--- src/rtl/mem_reg_bridge_pkg.sv ---
// Shared constants for the byte-wide register front end of mem_reg_bridge:
// register offsets, status bit positions and the transaction FSM state type.
package mem_reg_bridge_pkg;

  localparam logic [3:0] OFF_STATUS = 4'h0;
  localparam logic [3:0] OFF_ADDR0  = 4'h1;
  localparam logic [3:0] OFF_ADDR1  = 4'h2;
  localparam logic [3:0] OFF_ADDR2  = 4'h3;
  localparam logic [3:0] OFF_WDATA0 = 4'h4;
  localparam logic [3:0] OFF_WDATA1 = 4'h5;
  localparam logic [3:0] OFF_WDATA2 = 4'h6;
  localparam logic [3:0] OFF_WDATA3 = 4'h7;
  localparam logic [3:0] OFF_RD_CMD = 4'h8;
  localparam logic [3:0] OFF_WR_CMD = 4'h9;
  localparam logic [3:0] OFF_RDATA0 = 4'hA;
  localparam logic [3:0] OFF_RDATA1 = 4'hB;
  localparam logic [3:0] OFF_RDATA2 = 4'hC;
  localparam logic [3:0] OFF_RDATA3 = 4'hD;
  localparam logic [3:0] OFF_CTRL   = 4'hE;

  localparam int STAT_BUSY  = 0;
  localparam int STAT_DONE  = 1;
  localparam int STAT_ERROR = 2;
  localparam int CTRL_AUTO_INC = 0;

  typedef enum logic {
    IDLE = 1'b0,
    REQ  = 1'b1
  } state_t;

  function automatic logic [7:0] status_byte(input logic busy,
                                             input logic done,
                                             input logic error);
    logic [7:0] s;
    s = 8'h00;
    s[STAT_BUSY]  = busy;
    s[STAT_DONE]  = done;
    s[STAT_ERROR] = error;
    return s;
  endfunction

endpackage

--- src/rtl/mem_reg_bridge_regs.sv ---
// Register file of mem_reg_bridge: address/write-data/read-data/control
// registers, command edge detection and the registered readback mux.
module mem_reg_bridge_regs
  import mem_reg_bridge_pkg::*;
#(
  parameter int ADDR_W = 23,
  parameter int DATA_W = 16
) (
  input  logic              clk,
  input  logic              reset,
  input  logic [7:0]        data_in,
  input  logic [3:0]        offset,
  input  logic              write,
  input  logic              busy,
  input  logic              done,
  input  logic              error,
  input  logic [DATA_W-1:0] mem_rdata,
  input  logic              rdata_load,
  input  logic              addr_inc,
  output logic [7:0]        data_out,
  output logic [ADDR_W-1:0] addr_reg,
  output logic [DATA_W-1:0] wdata_reg,
  output logic              auto_inc,
  output logic              cmd_rd,
  output logic              cmd_wr,
  output logic              clr_done,
  output logic              clr_error
);

  logic [DATA_W-1:0] rdata_reg;
  logic              rd_hit, wr_hit, rd_hit_q, wr_hit_q;
  logic [7:0]        rd_mux;
  logic [23:0]       addr_pad;
  logic [31:0]       wdata_pad, rdata_pad;
  logic              reg_wr_ok;

  // Byte lanes beyond the configured width fall off through the truncating casts.
  function automatic logic [ADDR_W-1:0] put_addr(input logic [ADDR_W-1:0] cur,
                                                 input logic [1:0] idx,
                                                 input logic [7:0] b);
    logic [23:0] m, v;
    m = 24'h0000FF << {idx, 3'b000};
    v = {16'h0000, b} << {idx, 3'b000};
    return (cur & ~ADDR_W'(m)) | ADDR_W'(v);
  endfunction

  function automatic logic [DATA_W-1:0] put_data(input logic [DATA_W-1:0] cur,
                                                 input logic [1:0] idx,
                                                 input logic [7:0] b);
    logic [31:0] m, v;
    m = 32'h000000FF << {idx, 3'b000};
    v = {24'h000000, b} << {idx, 3'b000};
    return (cur & ~DATA_W'(m)) | DATA_W'(v);
  endfunction

  assign rd_hit    = write && (offset == OFF_RD_CMD);
  assign wr_hit    = write && (offset == OFF_WR_CMD);
  assign cmd_rd    = rd_hit && !rd_hit_q;
  assign cmd_wr    = wr_hit && !wr_hit_q;
  assign clr_done  = write && (offset == OFF_STATUS) && data_in[STAT_DONE];
  assign clr_error = write && (offset == OFF_STATUS) && data_in[STAT_ERROR];
  assign reg_wr_ok = write && !busy;

  assign addr_pad  = 24'(addr_reg);
  assign wdata_pad = 32'(wdata_reg);
  assign rdata_pad = 32'(rdata_reg);

  always_comb begin
    rd_mux = 8'h00;
    case (offset)
      OFF_STATUS: rd_mux = status_byte(busy, done, error);
      OFF_ADDR0:  rd_mux = addr_pad[7:0];
      OFF_ADDR1:  rd_mux = addr_pad[15:8];
      OFF_ADDR2:  rd_mux = addr_pad[23:16];
      OFF_WDATA0: rd_mux = wdata_pad[7:0];
      OFF_WDATA1: rd_mux = wdata_pad[15:8];
      OFF_WDATA2: rd_mux = wdata_pad[23:16];
      OFF_WDATA3: rd_mux = wdata_pad[31:24];
      OFF_RDATA0: rd_mux = rdata_pad[7:0];
      OFF_RDATA1: rd_mux = rdata_pad[15:8];
      OFF_RDATA2: rd_mux = rdata_pad[23:16];
      OFF_RDATA3: rd_mux = rdata_pad[31:24];
      OFF_CTRL:   rd_mux = {7'b0000000, auto_inc};
      default:    rd_mux = 8'h00;
    endcase
  end

  always_ff @(posedge clk or negedge reset) begin
    if (!reset) begin
      addr_reg  <= '0;
      wdata_reg <= '0;
      rdata_reg <= '0;
      auto_inc  <= 1'b0;
      rd_hit_q  <= 1'b0;
      wr_hit_q  <= 1'b0;
      data_out  <= 8'h00;
    end else begin
      rd_hit_q <= rd_hit;
      wr_hit_q <= wr_hit;
      data_out <= rd_mux;

      if (rdata_load)
        rdata_reg <= mem_rdata;

      // Completion only happens while busy, so it never collides with a CPU write.
      if (addr_inc)
        addr_reg <= addr_reg + ADDR_W'(1);
      else if (reg_wr_ok) begin
        case (offset)
          OFF_ADDR0: addr_reg <= put_addr(addr_reg, 2'd0, data_in);
          OFF_ADDR1: addr_reg <= put_addr(addr_reg, 2'd1, data_in);
          OFF_ADDR2: addr_reg <= put_addr(addr_reg, 2'd2, data_in);
          default: ;
        endcase
      end

      if (reg_wr_ok) begin
        case (offset)
          OFF_WDATA0: wdata_reg <= put_data(wdata_reg, 2'd0, data_in);
          OFF_WDATA1: wdata_reg <= put_data(wdata_reg, 2'd1, data_in);
          OFF_WDATA2: wdata_reg <= put_data(wdata_reg, 2'd2, data_in);
          OFF_WDATA3: wdata_reg <= put_data(wdata_reg, 2'd3, data_in);
          OFF_CTRL:   auto_inc  <= data_in[CTRL_AUTO_INC];
          default: ;
        endcase
      end
    end
  end

endmodule

--- src/rtl/mem_reg_bridge.sv ---
// Byte-wide register port to a word-addressed memory request/ack interface.
// Define MEM_REG_BRIDGE_TIMEOUT_EN to abort requests after TIMEOUT_CYC cycles.
module mem_reg_bridge
  import mem_reg_bridge_pkg::*;
#(
  parameter int ADDR_W      = 23,
  parameter int DATA_W      = 16,
  parameter int TIMEOUT_CYC = 255
) (
  input  logic              clk,
  input  logic              reset,
  input  logic [7:0]        data_in,
  input  logic [3:0]        addr_mem_interface,
  input  logic              write,
  input  logic              read,
  output logic [7:0]        data_out,
  output logic [ADDR_W-1:0] mem_addr,
  output logic [DATA_W-1:0] mem_wdata,
  input  logic [DATA_W-1:0] mem_rdata,
  output logic              mem_req,
  output logic              mem_we,
  input  logic              mem_ack,
  output logic              busy
);

  state_t      state, state_n;
  logic        start, finish;
  logic        we_q, done_q, error_q;
  logic        cmd_rd, cmd_wr, clr_done, clr_error, auto_inc;
  logic        rdata_load, addr_inc;
  logic [ADDR_W-1:0] addr_reg;
  logic [DATA_W-1:0] wdata_reg;
  // Readback is unconditional, so the read strobe carries no information.
  logic        unused_read;

  assign unused_read = read;

`ifdef MEM_REG_BRIDGE_TIMEOUT_EN
  logic [15:0] to_cnt;
  logic        timeout;
`endif

  always_comb begin
    state_n = state;
    start   = 1'b0;
    finish  = 1'b0;
`ifdef MEM_REG_BRIDGE_TIMEOUT_EN
    timeout = 1'b0;
`endif
    case (state)
      IDLE: begin
        if (cmd_rd || cmd_wr) begin
          start   = 1'b1;
          state_n = REQ;
        end
      end
      REQ: begin
        if (mem_ack) begin
          finish  = 1'b1;
          state_n = IDLE;
        end
`ifdef MEM_REG_BRIDGE_TIMEOUT_EN
        else if (to_cnt == 16'(TIMEOUT_CYC - 1)) begin
          timeout = 1'b1;
          state_n = IDLE;
        end
`endif
      end
      default: state_n = IDLE;
    endcase
  end

  always_ff @(posedge clk or negedge reset) begin
    if (!reset) begin
      state   <= IDLE;
      we_q    <= 1'b0;
      done_q  <= 1'b0;
      error_q <= 1'b0;
    end else begin
      state <= state_n;
      if (start) begin
        we_q    <= cmd_wr;
        done_q  <= 1'b0;
        error_q <= 1'b0;
      end else begin
        if (finish)
          done_q <= 1'b1;
        else if (clr_done)
          done_q <= 1'b0;
`ifdef MEM_REG_BRIDGE_TIMEOUT_EN
        if (timeout)
          error_q <= 1'b1;
        else if (clr_error)
          error_q <= 1'b0;
`else
        if (clr_error)
          error_q <= 1'b0;
`endif
      end
    end
  end

`ifdef MEM_REG_BRIDGE_TIMEOUT_EN
  always_ff @(posedge clk or negedge reset) begin
    if (!reset)
      to_cnt <= 16'h0000;
    else if (state == REQ)
      to_cnt <= to_cnt + 16'h0001;
    else
      to_cnt <= 16'h0000;
  end
`endif

  // Address and write data come straight from the registers, which are frozen while busy.
  assign mem_req    = (state == REQ);
  assign busy       = (state == REQ);
  assign mem_we     = we_q;
  assign mem_addr   = addr_reg;
  assign mem_wdata  = wdata_reg;
  assign rdata_load = finish && !we_q;
  assign addr_inc   = finish && auto_inc;

  mem_reg_bridge_regs #(
    .ADDR_W (ADDR_W),
    .DATA_W (DATA_W)
  ) u_regs (
    .clk        (clk),
    .reset      (reset),
    .data_in    (data_in),
    .offset     (addr_mem_interface),
    .write      (write),
    .busy       (busy),
    .done       (done_q),
    .error      (error_q),
    .mem_rdata  (mem_rdata),
    .rdata_load (rdata_load),
    .addr_inc   (addr_inc),
    .data_out   (data_out),
    .addr_reg   (addr_reg),
    .wdata_reg  (wdata_reg),
    .auto_inc   (auto_inc),
    .cmd_rd     (cmd_rd),
    .cmd_wr     (cmd_wr),
    .clr_done   (clr_done),
    .clr_error  (clr_error)
  );

endmodule

--- config.mk ---
export PLATFORM = sky130hd
export DESIGN_NAME = mem_reg_bridge
export DESIGN_NICKNAME = d
export VERILOG_FILES = /design/src/rtl/mem_reg_bridge_pkg.sv /design/src/rtl/mem_reg_bridge_regs.sv /design/src/rtl/mem_reg_bridge.sv
export SDC_FILE = /design/constraint.sdc
export NUM_CORES = 1
export LEC_CHECK = 0
export CAP_MARGIN = 20
export CORE_MARGIN = 8
export CORE_UTILIZATION = 50
export DETAILED_ROUTE_END_ITERATION = 10
export HOLD_SLACK_MARGIN = 0.03
export PLACE_DENSITY = 0.8
export SETUP_SLACK_MARGIN = 0.05
export SLEW_MARGIN = 30
export SYNTH_ARGS = -nofsm -noshare
export SYNTH_HDL_FRONTEND = slang
export SYNTH_SLANG_ARGS = --single-unit
--- constraint.sdc ---
create_clock -name clk -period 3.1 [get_ports clk]
set_input_delay 0.31 -clock clk [delete_from_list [all_inputs] [get_ports clk]]
set_output_delay 0.31 -clock clk [all_outputs]
set_load 0.1 [all_outputs]
-- Word-level counts from Yosys, hierarchy flattened
Index checks and enable logic that the tools add are counted.
- register bits after elaboration: 70
- logic and storage cells: 68
- add/sub/neg operators: 1
- equality and inequality tests: 10
- multiplexer cells: 16
- bitwise gates (word level): 6
- reduce and logical (&&, ||, !) cells: 24
- operators by type and width (operator ; number):
    8-bit one-hot mux with 9 select lines ; 1
    23-bit one-hot mux with 3 select lines ; 1
    23-bit 2-to-1 mux ; 2
    16-bit one-hot mux with 2 select lines ; 1
    23-bit by 1-bit adder with 23-bit output, second input constant ; 1
    16-bit by 23-bit bitwise OR with 23-bit output ; 1
    23-bit by 16-bit bitwise OR with 23-bit output ; 1
    23-bit by 8-bit bitwise OR with 23-bit output ; 1
    4-bit equality test, second input constant ; 5
    16-bit by 8-bit bitwise OR with 16-bit output ; 1
    8-bit by 16-bit bitwise OR with 16-bit output ; 1
    1-bit logical AND ; 10
    1-bit 2-to-1 mux ; 10
    4-bit by 2-bit equality test with 1-bit output, second input constant ; 2
    4-bit by 3-bit equality test with 1-bit output, second input constant ; 2
    2-bit AND reduction ; 3
    2-bit nonzero test ; 3
    4-bit by 1-bit equality test with 1-bit output, second input constant ; 1
    1-bit zero test ; 4
    4-bit zero test ; 1
    4-bit nonzero test ; 1
    3-bit nonzero test ; 1
    1-bit one-hot mux with 2 select lines ; 1
    1-bit logical OR ; 1
    1-bit NOT ; 1

-- Logic depth before layout (Yosys ltp)
- depth after elaboration: 7
- gate-level depth with buffers: 7

-- By module
A second synthesis with hierarchy kept.
- cells, all modules: 376
- area, all modules: 3856.2 um^2
- modules (own cells, without submodules) (module ; times used ; cells each ; area each (um^2) ; seq. area each (um^2)):
    mem_reg_bridge_regs ; 1 ; 361 ; 3707.3 ; 1651.6
    mem_reg_bridge ; 1 ; 15 ; 148.9 ; 75.1

-- Worst setup path before layout
No wires, ideal clock.
- path kind: register to register
- from: register u_regs.addr_reg[0]
- to: register u_regs.addr_reg[22]
- arrival: 2.502 ns
- required time: 3.006 ns
- setup slack: 0.504 ns
- cell stages (with the launch flop): 7
- buffers on the path: 0
- clock period less this slack: 2.596 ns
- path through: dfrtp_1 > ha_1 > nand4_2 > nor4_4 > nand4_1 > xor2_1 > a221oi_2
- longest elaborated chain between the ends: 2
- ends and longest elaborated chain (what ; RTL line ; text):
    start, declared ; mem_reg_bridge_regs.sv:21 ; output logic [ADDR_W-1:0] addr_reg,
    start signal, assigned ; mem_reg_bridge_regs.sv:107 ; addr_reg <= addr_reg + ADDR_W'(1);
    start signal, assigned ; mem_reg_bridge_regs.sv:110 ; OFF_ADDR0: addr_reg <= put_addr(addr_reg, 2'd0, data_in);
    start signal, assigned ; mem_reg_bridge_regs.sv:111 ; OFF_ADDR1: addr_reg <= put_addr(addr_reg, 2'd1, data_in);
    23-bit by 1-bit adder with 23-bit output ; mem_reg_bridge_regs.sv:107 ;
    23-bit 2-to-1 mux ; mem_reg_bridge_regs.sv:106 ; if (addr_inc)
Every way passes these cells.
A chain may end at the register's enable or synchronous reset.

-- Worst setup path in the final report
- from: input addr_mem_interface[1]
- to: register u_regs.addr_reg[21]
- longest elaborated chain between the ends: 4
- ends and longest elaborated chain (what ; RTL line ; text):
    start, declared ; mem_reg_bridge.sv:13 ; input logic [3:0] addr_mem_interface,
    4-bit by 2-bit equality test with 1-bit output / 4-bit by 1-bit equality test with 1-bit output (equally long branches) ; mem_reg_bridge_regs.sv:109 ; case (offset)
    23-bit one-hot mux with 3 select lines ; mem_reg_bridge_regs.sv:109 ;
    23-bit 2-to-1 mux ; mem_reg_bridge_regs.sv:108 ; else if (reg_wr_ok) begin
    23-bit 2-to-1 mux ; mem_reg_bridge_regs.sv:106 ;
Parallel ways exist; a longest one is shown, timed or not. The select of a mux whose other input is x is not followed.

==> flow_summary.ini <==
[run_status]
status = completed

[floorplan]
die_area_mm2 = 0.0105
fp.dieW_um = 103
rows = 31
ioPinCount = 83
dieHeight_um = 103
core_area_mm2 = 0.00725
initial_core_util = 0.517

[route]
drt_iter0_markers = 244
finalWirelength_um = 11400
postRouteAntennaNets = 0
drc = 0
post_drt_wl_per_cell_um = 20.5
avgViaCountPerCell = 6.24
vias = 3474
drt_pass1_iterations = 4

[sta]
slew_viol_final = 0
skew_ns = 0.0130
rsz0062_at_grt = no
fmax_ghz = 0.429
finalCritPeriodShare = 0.753
worst_pin_slew_ns = 0.988
finalCriticalPeriod_ns = 2.33
finalSetupViolCount = 0
tns_ns = 0
final-hold-violation-count = 0
slew_headroom = 0.339

[clocking]
cts_buffers = 9
clk_pin_slew_ns = 0.09
h-tree-depth = 3
ctsResizeCount = 0
clk_latency_ns = 0.35
cts_tree = done
clk_root_buffer_cell = clkbuf_8
cts.sinks = 69
clockBufferDepth = 2

[setup_path]
rr_worst_depth = 6
cp_max_fo = 13
r2r_end = u_regs.addr_reg[16]
crit_type = in2reg
required_ns = 3.35
r2r_slack_ns = 1.01
r2r-start = u_regs.addr_reg[0]
cp-end-kind = register
critPathArrivalTime_ns = 2.58
startpoint_type = input port

[grt]
grt_busiest_layer = met2
grt_pass1_wl_um = 18400
first_global_vias = 3392
grt_use_total = 0.229
antenna_found_initial = 0
met1_usage = 0.292
grt_max_degree = 45
gr-usage-met2 = 0.360
grt.overflow.total = 0
grtUsageMet3 = 0.0547

[logic_synthesis]
synthAdderAreaFrac = 0.00334
muxShareOfSynthArea = 0.132
yosys.area_share.simple = 0.210
synth_edf_count = 0
synth_top_family_by_area = simple AND/OR/NAND/NOR gates
synthFlopType = dfrtp_1
synth-seq-cells = 69
synth.avg_cell_area_um2 = 10.1
synth_cell_types = 56
synth_compound_area_frac = 0.150
postSynth.asyncResetShare = 1.00
syn_area_mm2 = 0.00375
ys_warn_count = 0
synthCells = 370
synth_xor_area_frac = 0.0164
syn-num-nets = 404
ys_seq_area_frac = 0.461

[power]
p_per_area_mw_per_mm2 = 859
power_mw = 4.15
p_leak_nw = 2.05
vdd_ir_drop_max_uv = 578

[placed_design]
gp_congestion = 0.983
port_buffers = 81
hpwlAfterDp_um = 8490

[cells_and_area]
final_common_cell = dfrtp_1
largest_register_ffs = 23
layout_common_cells = 69 x dfrtp_1, 50 x clkdlybuf4s50_1, 42 x nand2_1, 42 x buf_4, 34 x mux2_2
area_delta_synth_final_pct = 28.9
antenna_cells = 0
drive_above_1_share = 0.234
nets = 487

[worst_hold_path]
hp-class = in2async

[flow_run]
maxCapViolCount = 0
[power by group]
group          switching (mW)  leakage [nW]  internal, mW
logic                    1.46          1.08         0.478
registers               0.258         0.851          1.10
clock network           0.388         0.115         0.464
total                    2.11          2.05          2.04
[layout make-up]
cell class / count / area (um2)
Fill cell: 609 / 2420
Multi-Input combinational cell: 277 / 1910
Sequential cell: 69 / 1730
Timing Repair Buffer: 94 / 831
Clock buffer: 9 / 124
Tap cell: 99 / 124
Clock inverter: 7 / 104
Inverter: 2 / 7.51
[kinds of logic (layout without fill, tap and decap cells)]
logic type	Yosys count	in the layout
compound gates	81	81
flops	69	69
mux	45	45
simple gates	143	143
buf+inv	24	112
fa+ha+maj	1	1
xor+xnor	7	7
[worst max-delay path, cell delays in order]
cell	delay, ns
clkdlybuf4s50_1	0.76
nor2b_1	0.55
nand3b_1	0.22
nor2_2	0.33
a211oi_1	0.10
a311oi_1	0.30
[cell usage after synthesis, drive strengths merged (2+ instances only)]
cell | count | area, um2
mux2i | 11 | 110
clkbuf | 10 | 37.5
and3 | 5 | 31.3
o211ai | 3 | 22.5
a211oi | 8 | 60.1
a32o | 2 | 20.0
dfrtp | 69 | 1730
a21oi | 17 | 85.1
nand2 | 42 | 158
o21ai | 11 | 55.1
and4 | 3 | 27.5
xnor2 | 4 | 35.0
a211o | 2 | 17.5
xor2 | 3 | 26.3
or2 | 4 | 25.0
nor4 | 4 | 55.1
o22ai | 5 | 31.3
nand3 | 20 | 118
nor3b | 4 | 30.0
nand4 | 5 | 37.5
nand2b | 4 | 25.0
a221oi | 5 | 50.0
inv | 2 | 7.51
a32oi | 4 | 35.0
a22oi | 8 | 60.1
nor3 | 12 | 60.1
nand3b | 2 | 15.0
nor2 | 25 | 96.4
nor2b | 8 | 50.1
a31oi | 6 | 37.5
a311oi | 2 | 17.5
mux2 | 34 | 383
buf | 12 | 62.6
[per-stage QoR]
stage	cell area [um2]	worst slack, ns	std cells	hold WS, ns	utilization
after floorplan	3750	0.504	370	0.0144	-
after global placement	4590	0.566	540	0.343	0.633
after detailed placement	4590	0.528	540	0.340	0.633
after CTS	4830	0.830	557	0.494	0.666
after global routing	4830	0.619	557	0.523	0.666
final	4830	0.767	557	0.503	0.666
[routing by layer]
layer / vias to the layer above / share of wire
met2: 181 / 0.48
met5: - / 0
met1: 1716 / 0.41
met3: 24 / 0.086
li1: 1553 / -
met4: 0 / 0.025
[what timing repair did]
action,4_1_cts,5_1_grt
hold endpoints to repair,25,0
setup endpoints to repair,0,0
setup buffers,0,0
hold buffers,1,0
[how the worst max path moves through the flow]
stage / from / endpoint / slack, ns
after global routing: addr_mem_interface[1] / u_regs.addr_reg[21] / 0.62
after floorplan: u_regs.addr_reg[0] / u_regs.addr_reg[22] / 0.50
after CTS: addr_mem_interface[1] / u_regs.addr_reg[21] / 0.83
after global placement: addr_mem_interface[1] / u_regs.addr_reg[21] / 0.57
final: addr_mem_interface[1] / u_regs.addr_reg[21] / 0.77
after detailed placement: addr_mem_interface[3] / u_regs.addr_reg[19] / 0.53
Power figures use the tool's default switching activity.
==> patch 1, RTL diff (same settings) <==
`ADDR_W` is set to 23 in 2 places; all go to 19.
--- a/src/rtl/mem_reg_bridge_regs.sv
+++ b/src/rtl/mem_reg_bridge_regs.sv
@@ -3,7 +3,7 @@
 module mem_reg_bridge_regs
   import mem_reg_bridge_pkg::*;
 #(
-  parameter int ADDR_W = 23,
+  parameter int ADDR_W = 19,
   parameter int DATA_W = 16
 ) (
   input  logic              clk,
--- a/src/rtl/mem_reg_bridge.sv
+++ b/src/rtl/mem_reg_bridge.sv
@@ -3,7 +3,7 @@
 module mem_reg_bridge
   import mem_reg_bridge_pkg::*;
 #(
-  parameter int ADDR_W      = 23,
+  parameter int ADDR_W      = 19,
   parameter int DATA_W      = 16,
   parameter int TIMEOUT_CYC = 255
 ) (
Interface: changed (resized mem_addr); port bits go from 83 to 79. No check against the original RTL was run, so the function may have changed too.
==> patch 1 against the unedited design <==
Routed wire length shrank 13%; sequential power down 8%; die area is 7.7% lower; cell count shrank 17%; sequential cell count decreased by 4; total power is 9.1% lower; design area is 9.6% lower; setup slack improved by 0.097 ns; synthesized area down 9.1%; critical endpoint is now u_regs.addr_reg[4]$_DFFE_PN0P_.
==> patch 1: results (changes against the unedited design) <==
[timing]
holdWs_ns=0.466  ; was 0.503 ns
period_share=0.721  ; was 0.753
clock_skew_ns=0.00562  ; was 0.0130 ns
maxSlewHeadroom=0.343  ; was 0.339

[synthesis]
synthArstFlopShare=1.00  ; unchanged
syn_nets=333  ; was 404
avgSynthCellArea_um2=11.4  ; was 10.1 um^2
synth_ff_type=dfrtp_1  ; unchanged
yosysWarnings=0  ; unchanged
seq_area_frac_synth=0.477  ; was 0.461
synth_area_leaders=dfrtp_1 (48%), mux2_2 (11%), mux2_4 (3.5%), a211oi_1 (2.2%), nor2_1 (1.9%)  ; was dfrtp_1 (46%), mux2_2 (10%), nand2_1 (4.2%), mux2i_1 (2.9%), nand3_1 (2.4%)
ys_types=61  ; was 56
yosys-top-cells-count=dfrtp_1 (65), mux2_2 (32), nor2_1 (17), nand2_1 (11)  ; was dfrtp_1 (69), nand2_1 (42), mux2_2 (34), nor2_1 (24), nand3_1 (18)

[finish]
finalNetCount=412  ; was 487
largest_register_ffs=19  ; was 23
drive_above_1_share=0.274  ; was 0.234
diodes=0  ; unchanged
num-fill-cells=557  ; was 609

[drt]
firstDrtPassIters=5  ; was 4
num_vias=2979  ; was 3474
viasPerCell=6.43  ; was 6.24
drt-total-wl_mm=9.91  ; was 11.4 mm
drt-initial-drc-count=237  ; was 244

[clocking]
postCtsResizedCells=0  ; unchanged
cts_buffers=9  ; unchanged
cts-root-buf=clkbuf_8  ; unchanged
clock_path_buffers=2  ; unchanged
clkTransAtPathRegs_ns=0.07  ; was 0.09 ns
htreeDepth=3  ; unchanged
clk_latency_ns=0.36

[grt]
antenna_found_initial=0  ; unchanged
grt_max_degree=41  ; was 45
grt_pass1_wl_mm=16.0  ; was 18.4 mm
grt.overflow.total=0  ; unchanged
track_usage=0.209  ; was 0.229

[power_and_ir_drop]
leakage_nw=1.94  ; was 2.05 nW
peakVddDrop_mv=0.526  ; was 0.578 mV

[critical_path]
critPathArrivalTime_ns=2.45  ; was 2.58 ns
r2r_cells=4  ; was 6
critPathMaxFanout=12  ; was 13
rrSetupSlack_ns=0.86  ; was 1.01 ns

[status]
status=complete, no violations  ; unchanged

[placement]
port_buffers=77  ; was 81
place_inst=446  ; was 540
place_ws_ns=0.563  ; was 0.528 ns
gp_congestion=0.915  ; was 0.983
hpwlAfterDp_mm=7.36  ; was 8.49 mm
place_area_um2=4150  ; was 4590 um^2

[worst_hold_path]
min_path_type=in -> async  ; unchanged

-- patch 1: cell types whose count changed after synthesis, sizes merged, moves of 6 or more --
cell	before	now
a21oi	17	2
a22oi	8	2
clkbuf	10	2
inv	2	10
mux2	34	41
mux2i	11	5
nand2	42	11
nand3	20	10
nor2	25	17
-- patch 1: power breakdown --
| part | total, W | switching (W) | internal (W) |
|---|---|---|---|
| Combinational | 0.00177 | 0.00132 | 0.000453 |
| Sequential | 0.00125 | 0.000220 | 0.00103 |
| Clock | 0.000745 | 0.000351 | 0.000394 |
-- patch 1: metal layers --
| metal | global-route usage | vias up | part of all wire |
|---|---|---|---|
| met5 | 0 | - | 0 |
| met4 | 0.0945 | 0 | 0.027 |
| met3 | 0.0529 | 23 | 0.077 |
| met2 | 0.336 | 164 | 0.47 |
| met1 | 0.259 | 1472 | 0.42 |
| li1 | - | 1320 | - |
-- patch 1: what timing repair did --
| item | 4_1_cts | 5_1_grt |
|---|---|---|
| buffers inserted | 0 | 0 |
| hold buffers | 0 | 1 |
| endpoints found under the hold margin | 0 | 39 |
-- patch 1: cell families (layout without fill, tap and decap cells) --
kind of cell | Yosys count | in the layout | share of synthesized area
AOI/OAI and AO/OA | 72 | 72 | 0.164
adders and majority gates | 1 | 1 | 0.00367
xor gates and xnor gates | 1 | 1 | 0.00257
and+or+nand+nor | 88 | 88 | 0.156
muxes | 46 | 46 | 0.159
buffers and inverters | 26 | 110 | 0.0374
DFF | 65 | 65 | 0.477
-- patch 1: final timing paths --
path | endpoint | startpoint
max | u_regs.addr_reg[4]$_DFFE_PN0P_ | busy$_DFF_PN0_
max in group asynchronous | u_regs.wdata_reg[7]$_DFFE_PN0P_ | reset
min | u_regs.wdata_reg[8]$_DFFE_PN0P_ | reset
min in group clk | u_regs.rdata_reg[1]$_DFFE_PN0P_ | u_regs.rdata_reg[1]$_DFFE_PN0P_
min reg2reg | u_regs.rdata_reg[1]$_DFFE_PN0P_ | u_regs.rdata_reg[1]$_DFFE_PN0P_
max reg2reg | u_regs.addr_reg[4]$_DFFE_PN0P_ | busy$_DFF_PN0_
-- patch 1: worst max-delay path, stage by stage, from the launching register on --
cell	delay, ns
dfrtp_1	0.54
nor2b_1	0.61
nand3_1	0.49
o32ai_1	0.39
a31oi_1	0.07
-- patch 1: cell type report --
type,count,area [um^2],area share
multi-input combinational,208,1650,0.379
inverter,10,37.5,0.00860
timing repair buffer,84,743,0.170
clock inverter,6,66.3,0.0152
sequential,65,1630,0.373
tap,80,100,0.0229
clock buffer,10,138,0.0315
==> patch 2, RTL diff (config.mk and constraints unchanged) <==
Made on the original files. `data_out` no longer has a reset.
--- a/src/rtl/mem_reg_bridge_regs.sv
+++ b/src/rtl/mem_reg_bridge_regs.sv
@@ -93,11 +93,9 @@
       auto_inc  <= 1'b0;
       rd_hit_q  <= 1'b0;
       wr_hit_q  <= 1'b0;
-      data_out  <= 8'h00;
     end else begin
       rd_hit_q <= rd_hit;
       wr_hit_q <= wr_hit;
-      data_out <= rd_mux;
 
       if (rdata_load)
         rdata_reg <= mem_rdata;
@@ -127,5 +125,9 @@
     end
   end
 
+  always_ff @(posedge clk) begin
+    data_out <= rd_mux;
+  end
+
 endmodule
 
Behaviour: differs if reset is asserted again (counterexample within 4 cycles, from zero or initial values and one cycle with reset low); with reset held inactive, the same outputs for 4 cycles.
==> patch 2 against the unedited design <==
Count of clock-buffer cells in the layout unchanged; design area decreased by 4.9%; first-iteration DRC count increased by 50%; total power decreased by 0.10%; setup slack improved by 0.093 ns; synthesized cell count decreased by 7.6%; combinational power about the same; sequential cell count unchanged; die area decreased by 5.0%; routed wire length decreased by 5.3%; critical path depth decreased by 1; synthesized area decreased by 5.9%.
==> patch 2: results (changes against the unedited design) <==
[status]
status=complete, no violations  ; unchanged

[drt]
wl_met1_mm=4.37  ; was 4.70 mm
met3_length_mm=1.10  ; was 976 um
firstDrtPassIters=6  ; was 4
drt-initial-drc-count=366  ; was 244
wl_met2_mm=5.08  ; was 5.44 mm
viasPerCell=6.15  ; was 6.24
post_drt_wl_per_cell_um=20.5  ; about the same

[synthesis]
synth_compound_area_frac=0.163  ; was 0.150
synth.mux.area_fraction=0.120  ; was 0.132
synth_xor_area_frac=0.0199  ; was 0.0164
synthArstFlopShare=0.884  ; was 1.00
synth_area_leaders=dfrtp_1 (43%), mux2_2 (11%), dfxtp_1 (4.5%), nand2_1 (3.0%), a21oi_1 (2.6%)  ; was dfrtp_1 (46%), mux2_2 (10%), nand2_1 (4.2%), mux2i_1 (2.9%), nand3_1 (2.4%)
seq_area_frac_synth=0.478  ; was 0.461
ys_types=54  ; was 56
yosys.area_share.adder=0.00355  ; was 0.00334

[timing]
maxSlewHeadroom=0.342  ; was 0.339
max_freq_ghz=0.446  ; was 0.429 GHz
clock_skew_ns=0.0101  ; was 0.0130 ns
holdWs_ns=0.0950  ; was 0.503 ns

[grt]
grt_pass1_wl_mm=17.2  ; was 18.4 mm
track_usage=0.221  ; was 0.229
grtUsageMet2=0.346  ; was 0.360

[placement]
place_area_um2=4370  ; was 4590 um^2
hpwlAfterDp_mm=8.09  ; was 8.49 mm
gp_congestion=0.934  ; was 0.983

[power_and_ir_drop]
leakage_nw=1.93  ; was 2.05 nW
peakVddDrop_mv=0.582  ; was 0.578 mV

[finish]
finalNetCount=460  ; was 487

[critical_path]
r2r_cells=5  ; was 6
regToRegEndpoint=u_regs.addr_reg[17]$_DFFE_PN0P_  ; was u_regs.addr_reg[16]$_DFFE_PN0P_
endpoint=u_regs.wdata_reg[0]$_DFFE_PN0P_  ; was u_regs.addr_reg[21]$_DFFE_PN0P_
slowest_delay_ns=0.72  ; was 0.76 ns
startpoint=addr_mem_interface[0]  ; was addr_mem_interface[1]

## patch 2: cells by family (layout without fill, tap and decap cells)
family,count (synthesis),after routing
simple gates,117,117
fa+ha+maj,1,1
compound gates,83,83
flops,69,69
mux,38,38
xor+xnor,8,8
buf+inv,26,115
## patch 2: area by class of cell
class	instances	area, um^2	share of cell area
Multi-Input combinational cell	247	1730	0.377
Sequential cell	69	1690	0.367
Timing Repair Buffer	92	808	0.176
Clock buffer	9	124	0.0270
Tap cell	96	120	0.0262
Clock inverter	7	97.6	0.0212
Inverter	7	26.3	0.00572
## patch 2: power breakdown
group | total (W) | leakage (nW) | internal, W | switching [W]
registers | 0.00139 | 0.811 | 0.00111 | 0.000282
logic | 0.00194 | 1.01 | 0.000456 | 0.00149
clock network | 0.000813 | 0.106 | 0.000455 | 0.000358
total | 0.00415 | 1.93 | 0.00202 | 0.00213
## patch 2: worst reg2reg max path: cells and delay by family, from the launching register on
family	cells	cell delay, ns
xor+xnor	1	0.17
simple gates	3	1.01
flops	1	0.56
compound gates	1	0.15
